### config.mk
export PLATFORM = sky130hd
export DESIGN_NAME = mips32_test_sequencer
export DESIGN_NICKNAME = d
export VERILOG_FILES = /design/src/rtl/mips32_test_sequencer.sv
export SDC_FILE = /design/constraint.sdc
export NUM_CORES = 1
export LEC_CHECK = 0
export CAP_MARGIN = 15
export CORE_MARGIN = 1.5
export CORE_UTILIZATION = 43
export DETAILED_ROUTE_END_ITERATION = 10
export PLACE_DENSITY_LB_ADDON = 0.25
export SLEW_MARGIN = 25
export SYNTH_ARGS = -nofsm -noshare
export SYNTH_HDL_FRONTEND = slang
export SYNTH_SLANG_ARGS = --single-unit
export TNS_END_PERCENT = 1
### constraint.sdc
create_clock -name clock -period 4.45 [get_ports clock]
set_input_delay 0.445 -clock clock [delete_from_list [all_inputs] [get_ports clock]]
set_output_delay 0.445 -clock clock [all_outputs]
set_load 0.01 [all_outputs]
### src/rtl/mips32_test_sequencer.sv
// Test sequencer for a MIPS32 core. It loads a program into instruction
// memory, runs the core until it reaches a stop PC or a cycle limit, and
// then streams the register file, data memory and a status word out over a
// valid/ready dump port.
module mips32_test_sequencer #(
    parameter int          PROG_DEPTH = 16,
    parameter logic [31:0] STOP_PC    = 32'h0000_0008,
    parameter int          MAX_CYCLES = 1024,
    parameter int          NUM_REGS   = 32,
    parameter int          DMEM_WORDS = 64,
    parameter bit          DUMP_MEM   = 1'b1
) (
    input  logic        clock,
    input  logic        reset_n,
    input  logic        start,
    output logic [15:0] prog_addr,
    input  logic [31:0] prog_data,
    output logic        imem_we,
    output logic [15:0] imem_addr,
    output logic [31:0] imem_wdata,
    output logic        cpu_run,
    input  logic [31:0] cpu_pc,
    output logic [4:0]  rf_raddr,
    input  logic [31:0] rf_rdata,
    output logic [15:0] dm_raddr,
    input  logic [31:0] dm_rdata,
    output logic        dump_valid,
    input  logic        dump_ready,
    output logic [31:0] dump_data,
    output logic [1:0]  dump_tag,
    output logic        busy,
    output logic        done,
    output logic        timeout,
    output logic [31:0] cycle_count
);

    typedef enum logic [2:0] {
        S_IDLE     = 3'd0,
        S_LOAD     = 3'd1,
        S_RUN      = 3'd2,
        S_DUMP_REG = 3'd3,
        S_DUMP_MEM = 3'd4,
        S_STATUS   = 3'd5,
        S_DONE     = 3'd6
    } state_t;

    localparam logic [15:0] PROG_LAST = 16'(PROG_DEPTH - 1);
    localparam logic [4:0]  RF_LAST   = 5'(NUM_REGS - 1);
    localparam logic [15:0] DM_LAST   = 16'(DMEM_WORDS - 1);
    localparam logic [31:0] CYC_LAST  = 32'(MAX_CYCLES - 1);
    localparam logic [31:0] CYC_SAT   = 32'hFFFF_FFFF;

    state_t      state_q, state_d;
    logic [15:0] prog_addr_q, prog_addr_d;
    logic [4:0]  rf_raddr_q, rf_raddr_d;
    logic [15:0] dm_raddr_q, dm_raddr_d;
    logic [31:0] cycle_count_q, cycle_count_d;
    logic        timeout_q, timeout_d;
    // Output flags are registered from the next state so they are clean
    // flop outputs that always agree with state_q.
    logic        imem_we_q, imem_we_d;
    logic        cpu_run_q, cpu_run_d;
    logic        dump_valid_q, dump_valid_d;
    logic        busy_q, busy_d;
    logic        done_q, done_d;
    logic [1:0]  dump_tag_q, dump_tag_d;
    logic        xfer_s;

    assign xfer_s = dump_valid_q && dump_ready;

    // Next-state, index/counter updates and next output flags.
    always_comb begin
        state_d       = state_q;
        prog_addr_d   = prog_addr_q;
        rf_raddr_d    = rf_raddr_q;
        dm_raddr_d    = dm_raddr_q;
        cycle_count_d = cycle_count_q;
        timeout_d     = timeout_q;
        case (state_q)
            S_IDLE, S_DONE: begin
                if (start) begin
                    state_d       = S_LOAD;
                    prog_addr_d   = 16'd0;
                    cycle_count_d = 32'd0;
                    timeout_d     = 1'b0;
                end else begin
                    state_d = state_q;
                end
            end
            S_LOAD: begin
                if (prog_addr_q == PROG_LAST) begin
                    state_d     = S_RUN;
                    prog_addr_d = 16'd0;
                end else begin
                    prog_addr_d = prog_addr_q + 16'd1;
                end
            end
            S_RUN: begin
                // The cycle that sees the stop PC is still counted.
                cycle_count_d = (cycle_count_q == CYC_SAT) ? cycle_count_q
                                                           : cycle_count_q + 32'd1;
                if (cpu_pc == STOP_PC) begin
                    state_d = S_DUMP_REG;
                end else if (cycle_count_q == CYC_LAST) begin
                    timeout_d = 1'b1;
                    state_d   = S_DUMP_REG;
                end else begin
                    state_d = S_RUN;
                end
            end
            S_DUMP_REG: begin
                if (xfer_s) begin
                    if (rf_raddr_q == RF_LAST) begin
                        rf_raddr_d = 5'd0;
                        state_d    = DUMP_MEM ? S_DUMP_MEM : S_STATUS;
                    end else begin
                        rf_raddr_d = rf_raddr_q + 5'd1;
                    end
                end else begin
                    rf_raddr_d = rf_raddr_q;
                end
            end
            S_DUMP_MEM: begin
                if (xfer_s) begin
                    if (dm_raddr_q == DM_LAST) begin
                        dm_raddr_d = 16'd0;
                        state_d    = S_STATUS;
                    end else begin
                        dm_raddr_d = dm_raddr_q + 16'd1;
                    end
                end else begin
                    dm_raddr_d = dm_raddr_q;
                end
            end
            S_STATUS: begin
                if (xfer_s) begin
                    state_d = S_DONE;
                end else begin
                    state_d = S_STATUS;
                end
            end
            default: state_d = S_IDLE;
        endcase

        imem_we_d    = (state_d == S_LOAD);
        cpu_run_d    = (state_d == S_RUN);
        dump_valid_d = (state_d == S_DUMP_REG) || (state_d == S_DUMP_MEM) ||
                       (state_d == S_STATUS);
        busy_d       = (state_d != S_IDLE) && (state_d != S_DONE);
        done_d       = (state_d == S_DONE);
        case (state_d)
            S_DUMP_MEM: dump_tag_d = 2'd1;
            S_STATUS:   dump_tag_d = 2'd2;
            default:    dump_tag_d = 2'd0;
        endcase
    end

    // State, indices, counters and registered output flags.
    always_ff @(posedge clock or negedge reset_n) begin
        if (!reset_n) begin
            state_q       <= S_IDLE;
            prog_addr_q   <= 16'd0;
            rf_raddr_q    <= 5'd0;
            dm_raddr_q    <= 16'd0;
            cycle_count_q <= 32'd0;
            timeout_q     <= 1'b0;
            imem_we_q     <= 1'b0;
            cpu_run_q     <= 1'b0;
            dump_valid_q  <= 1'b0;
            busy_q        <= 1'b0;
            done_q        <= 1'b0;
            dump_tag_q    <= 2'd0;
        end else begin
            state_q       <= state_d;
            prog_addr_q   <= prog_addr_d;
            rf_raddr_q    <= rf_raddr_d;
            dm_raddr_q    <= dm_raddr_d;
            cycle_count_q <= cycle_count_d;
            timeout_q     <= timeout_d;
            imem_we_q     <= imem_we_d;
            cpu_run_q     <= cpu_run_d;
            dump_valid_q  <= dump_valid_d;
            busy_q        <= busy_d;
            done_q        <= done_d;
            dump_tag_q    <= dump_tag_d;
        end
    end

    // Dump payload follows the combinational read ports; indices only move
    // on a transfer, so the word is stable while the sink stalls.
    always_comb begin
        case (state_q)
            S_DUMP_REG: dump_data = rf_rdata;
            S_DUMP_MEM: dump_data = dm_rdata;
            S_STATUS:   dump_data = {timeout_q, cycle_count_q[30:0]};
            default:    dump_data = 32'd0;
        endcase
    end

    assign prog_addr   = prog_addr_q;
    assign imem_addr   = prog_addr_q;
    assign imem_wdata  = prog_data;
    assign imem_we     = imem_we_q;
    assign cpu_run     = cpu_run_q;
    assign rf_raddr    = rf_raddr_q;
    assign dm_raddr    = dm_raddr_q;
    assign dump_valid  = dump_valid_q;
    assign dump_tag    = dump_tag_q;
    assign busy        = busy_q;
    assign done        = done_q;
    assign timeout     = timeout_q;
    assign cycle_count = cycle_count_q;

endmodule

; Word level (Yosys, flattened, before mapping)
; Index checks and enable logic that the tools add are counted.
[classes]
reduce_logical = 14
eq_ne = 23
addsub = 4
muxes = 24
[ops]
columns = cell, count
row1 = 32-bit one-hot mux with 3 select lines, 1
row2 = 32-bit 2-to-1 mux, 2
row3 = 32-bit one-hot mux with 2 select lines, 1
row4 = 16-bit 2-to-1 mux, 3
row5 = "16-bit by 1-bit adder with 16-bit output, second input constant", 2
row6 = "32-bit by 1-bit adder with 32-bit output, second input constant", 1
row7 = "32-bit by 10-bit equality test with 1-bit output, second input constant", 1
row8 = "32-bit equality test, second input constant", 1
row9 = "32-bit by 4-bit equality test with 1-bit output, second input constant", 1
row10 = 16-bit one-hot mux with 2 select lines, 1
row11 = "3-bit equality test, second input constant", 6
row12 = 3-bit 2-to-1 mux, 6
row13 = 3-bit one-hot mux with 6 select lines, 1
row14 = "16-bit by 4-bit equality test with 1-bit output, second input constant", 1
row15 = "16-bit by 6-bit equality test with 1-bit output, second input constant", 1
row16 = "3-bit by 2-bit equality test with 1-bit output, second input constant", 4
row17 = "2-bit inequality test, second input constant", 4
row18 = "3-bit by 1-bit equality test with 1-bit output, second input constant", 2
row19 = 2-bit AND reduction, 3
row20 = "5-bit by 1-bit adder with 5-bit output, second input constant", 1
row21 = "5-bit equality test, second input constant", 1
row22 = 1-bit 2-to-1 mux, 5
row23 = 5-bit 2-to-1 mux, 1
row24 = 2-bit one-hot mux with 2 select lines, 1
row25 = other kinds (11), 14
[totals]
word_cells = 77
regBits = 80

; Logic depth before layout (Yosys ltp)
[logic_depth]
depth_word = 7
mapped_depth = 8
ltp_nobuf = 8

; Least setup slack after synthesis
; No wires, ideal clock.
[synth_timing]
kind = reg2reg
from = reg cycle_count_q[0], in the netlist cycle_count[0]
to = reg cycle_count_q[22], in the netlist cycle_count[22]
required_time_ps = 4372
arrival_time_ps = 2258
stages_incl_launch_ff = 8
slack_ps = 2114
period_less_slack_ps = 2336
cell_sequence = dfrtp_1 -> ha_1 -> nand2_1 -> or3_4 -> or4_4 -> buf_6 -> or4_1 -> a21oi_1
[synth_between]
elab_chain_len = 3
word_cells_on_any_way = 6
[synth_lines]
columns = element, line_no
row1 = from (decl), 57  ; logic [31:0] cycle_count_q, cycle_count_d;
row2 = from (signal assigned), 178  ; cycle_count_q <= cycle_count_d;
row3 = 32-bit by 1-bit adder with 32-bit output or 32-bit equality test (tied branches), "101, 100"
row4 = 32-bit 2-to-1 mux or 2-bit inequality test (tied branches), --
row5 = 32-bit one-hot mux with 2 select lines or 3-bit AND reduction (tied branches), --
; Parallel ways exist; a longest one is shown, timed or not. The select of a mux whose other input is x is not followed.
; A chain may end at the register's enable or synchronous reset.

; Worst setup path in the final report
[layout_timing]
from = reg state_q[0]
to = out dump_data[31]
[layout_between]
elab_chain_len = 2
word_cells_on_any_way = 4
[layout_lines]
columns = element, line_no
row1 = from (decl), 53  ; state_t state_q, state_d;
row2 = from (signal assigned), 174  ; state_q <= state_d;
row3 = 3-bit equality test or 3-bit by 2-bit equality test with 1-bit output (tied branches), 192  ; case (state_q)
row4 = 32-bit one-hot mux with 3 select lines (*), 192
row5 = to (decl), 29  ; output logic [31:0] dump_data,
; Every way passes the cells marked *; elsewhere a longest branch is shown, timed or not.

==> impl_results.md <==
- Post-DR vias/cell: 5.91
- Seq cells post-synth: 80
- Synth area leader: dfrtp_1
- Post-synth top area share: 0.367
- Leak: 3.05 nW
- Crit-path max FO: 42
- I/O Pins: 289
- Seq/Total Area, Yosys: 0.367
- Synthesis Warnings: 0
- HP Class: in -> async
- Vias in the first global route: 5535
- Antenna-violating nets left: 0
- Max Cap Viol: 0
- FF-to-FF End: cycle_count[12]
- Primary FF master, synth: dfrtp_1
- Sequential Area: 2000 um2
- TritonCTS clock tree: built
- Syn avg cell area: 8.48 um2
- Slew margin rel.: 0.364
- Core Footprint: 12200 um2
- Clock-pin slew on the worst setup and hold paths: 0.06 ns
- Total nets after synthesis: 780
- Crit. End Element: output pin
- Die area: 13400 um2
- Slowest-stage cell, CP: clkdlybuf4s50_1
- CTS sink cnt: 80
- Total congestion overflow: 0
- Synth Instances: 643
- Setup TNS: 0 ns
- Reg-to-Reg Start: state_q[1]
- Initial Utilization: 0.446
- Chip width: 116 um
- Fin crit share: 0.632
- DR pass1 iterations: 5
- Post-DP HPWL: 12900 um
- Layout cell share with drive strength beyond 1: 0.0483
- Total power: 3.76 mW
- First-pass GRT wire length: 27800 um
- Area of the multi-input gates: 2890 um2
- Synth cell types: 60
- Top cells by area, synth: dfrtp_1, buf_4, mux2i_1, nand2_1, o21ai_0
- Critical Path Start Type: flip-flop
- Slowest stage delay, CP: 0.58 ns
- H-tree depth: 3
- CTS Buf Count: 9
- Clock skew: 0.00478 ns
- Reg2reg path depth: 5
- Vert. Die Dim: 116 um
- Routability Congestion: 0.918
- Final Max Tran Viols: 0
- F_max: 0.356 GHz
- Status: finished clean
- WP buf/inv: 2
- Pwr dens: 485 nW/um2
- Non-Filler Instances: 976
- # fillers: 1068
- Clk Latency, worst-skew pair: 0.33 ns
- Reg2reg setup slack: 1.79 ns
- Root Driver: clkbuf_16
- Rows: 40
- Synthesized cell area: 5450 um2
- Worst slew pin tran: 0.941 ns
- Nets: 941
- WS Path Type: reg -> out
- Final Hold Vio Count: 0
- CTS hold repair buffers: 0
- Crit path cell chain: buf_4, mux2i_1, o21ai_0, clkdlybuf4s50_1
- Antenna violations before repair: 0
- 1st-iter DRT viols: 318
- # placed instances: 961
- CP delay by family, top: buffers and inverters
- IR drop worst, VDD: 0.000343 V
- # port buffers: 224
- Vias: 5773
- ANT cells: 0
- GR Util All Layers: 0.261
- Final setup fails: 0
- Hold slack: 0.0730 ns
- Post-synth EDFFs: 0
- Largest net degree at the start of global routing: 43
- Arr. time, crit path: 2.37 ns
- Post-CTS Setup Bufs: 0
- Worst Path Required: 4.01 ns
- Async set or reset register ratio after synthesis: 1.00
- RSZ-0062 raised after global routing: no
- Final WL: 17700 um
- Routed WL per cell: 18.1 um
- Area grow syn2layout: 42.2%
- CTS max path bufs: 2
- Post-cts sizing count: 0
- Drt drc: 0
- Fin crit period: 2.81 ns
[routing by layer]
layer	routed length, um	global-route usage	vias to the layer above
li1	-	-	2671
met1	7200	0.331	2789
met2	8820	0.448	279
met3	1370	0.0586	34
met4	265	0.0774	0
met5	0	0	-
[final cells by class]
type,count,share of cell area
sequential,80,0.258
multi-input combinational,469,0.372
tap,168,0.0271
timing repair buffer,231,0.296
clock inverter,6,0.0110
clock buffer,9,0.0291
inverter,13,0.00630
[cell families (layout without fill, tap and decap cells)]
kind of cell,Yosys count,in the layout,synth area share
compound gates,137,137,0.149
xor+xnor,13,13,0.0209
fa+ha+maj,7,7,0.0151
buf+inv,94,259,0.105
flops,80,80,0.367
mux,38,38,0.0705
simple gates,274,274,0.272
[cells in the final DEF (no fill, tap or decap), types with 3 or more instances in the layout]
cell             synthesis  routed
xor2_1                   6       6
or3_1                   10      10
nand2b_1                 4       4
clkbuf_16                0       9
dfrtp_1                 80      79
xnor2_1                  7       7
nand3_1                 27      27
o211ai_1                 5       5
or4_1                   26      26
clkdlybuf4s50_1          0     223
ha_1                     5       5
and4_1                   7       7
nand2_1                 82      82
a21oi_1                 31      31
a22o_1                   5       5
mux2_2                   3       3
o21ai_0                 60      60
nor4_1                  21      20
and2_1                   4       4
inv_1                   13      13
a21o_1                   4       4
mux2i_1                 35      35
and3_1                  11      11
nor3_1                  19      19
o31ai_1                 16      16
nor2_1                  25      24
buf_4                   48       8
nand4_1                 22      22
[cells in the mapped netlist (2+ instances only)]
| cell | n |
|---|---|
| a21o_1 | 4 |
| a21oi_1 | 31 |
| a22o_1 | 5 |
| a31oi_1 | 2 |
| and2_1 | 4 |
| and3_1 | 11 |
| and3b_1 | 2 |
| and4_1 | 7 |
| buf_1 | 2 |
| buf_2 | 5 |
| buf_4 | 48 |
| clkbuf_1 | 21 |
| dfrtp_1 | 80 |
| ha_1 | 5 |
| inv_1 | 13 |
| maj3_1 | 2 |
| mux2_2 | 3 |
| mux2i_1 | 35 |
| nand2_1 | 82 |
| nand2b_1 | 4 |
| nand3_1 | 27 |
| nand4_1 | 22 |
| nor2_1 | 25 |
| nor3_1 | 19 |
| nor4_1 | 21 |
| o211ai_1 | 5 |
| o21ai_0 | 60 |
| o22ai_1 | 2 |
| o311ai_0 | 2 |
| o31a_1 | 2 |
| o31ai_1 | 16 |
| or3_1 | 10 |
| or3b_2 | 2 |
| or4_1 | 26 |
| or4_4 | 2 |
| xnor2_1 | 7 |
| xor2_1 | 6 |
[through the flow]
stage / cell area (um2) / util / setup slack, ns
after floorplan: 5450 / - / 2.11
after global placement: 7440 / 0.609 / 1.65
after detailed placement: 7440 / 0.609 / 1.58
after CTS: 7750 / 0.634 / 1.64
after global routing: 7750 / 0.635 / 1.53
final: 7750 / 0.635 / 1.64
[power by group]
| part | internal, mW | switching, mW | total [mW] |
|---|---|---|---|
| Clock | 0.486 | 0.293 | 0.779 |
| Combinational | 0.930 | 0.806 | 1.74 |
| Sequential | 0.905 | 0.337 | 1.24 |
[worst max-delay path by stage]
stage	from	end	slack (ns)	cells after the start
2_1_floorplan	cycle_count[0]	cycle_count[22]	2.11	7
3_3_place_gp	start	cycle_count[18]	1.65	6
3_5_place_dp	start	cycle_count[14]	1.58	6
4_1_cts	state_q[0]	dump_data[31]	1.64	4
5_1_grt	state_q[0]	dump_data[31]	1.53	4
6_report	state_q[0]	dump_data[31]	1.64	4
[state kept, by name (all words and copies together) (netlist names)]
signal / flops
busy: 1
cpu_run: 1
cycle_count: 32
dm_raddr: 16
done: 1
dump_tag: 2
dump_valid: 1
imem_addr: 16
imem_we: 1
rf_raddr: 5
state_q: 3
timeout: 1
Power figures use the tool's default switching activity.
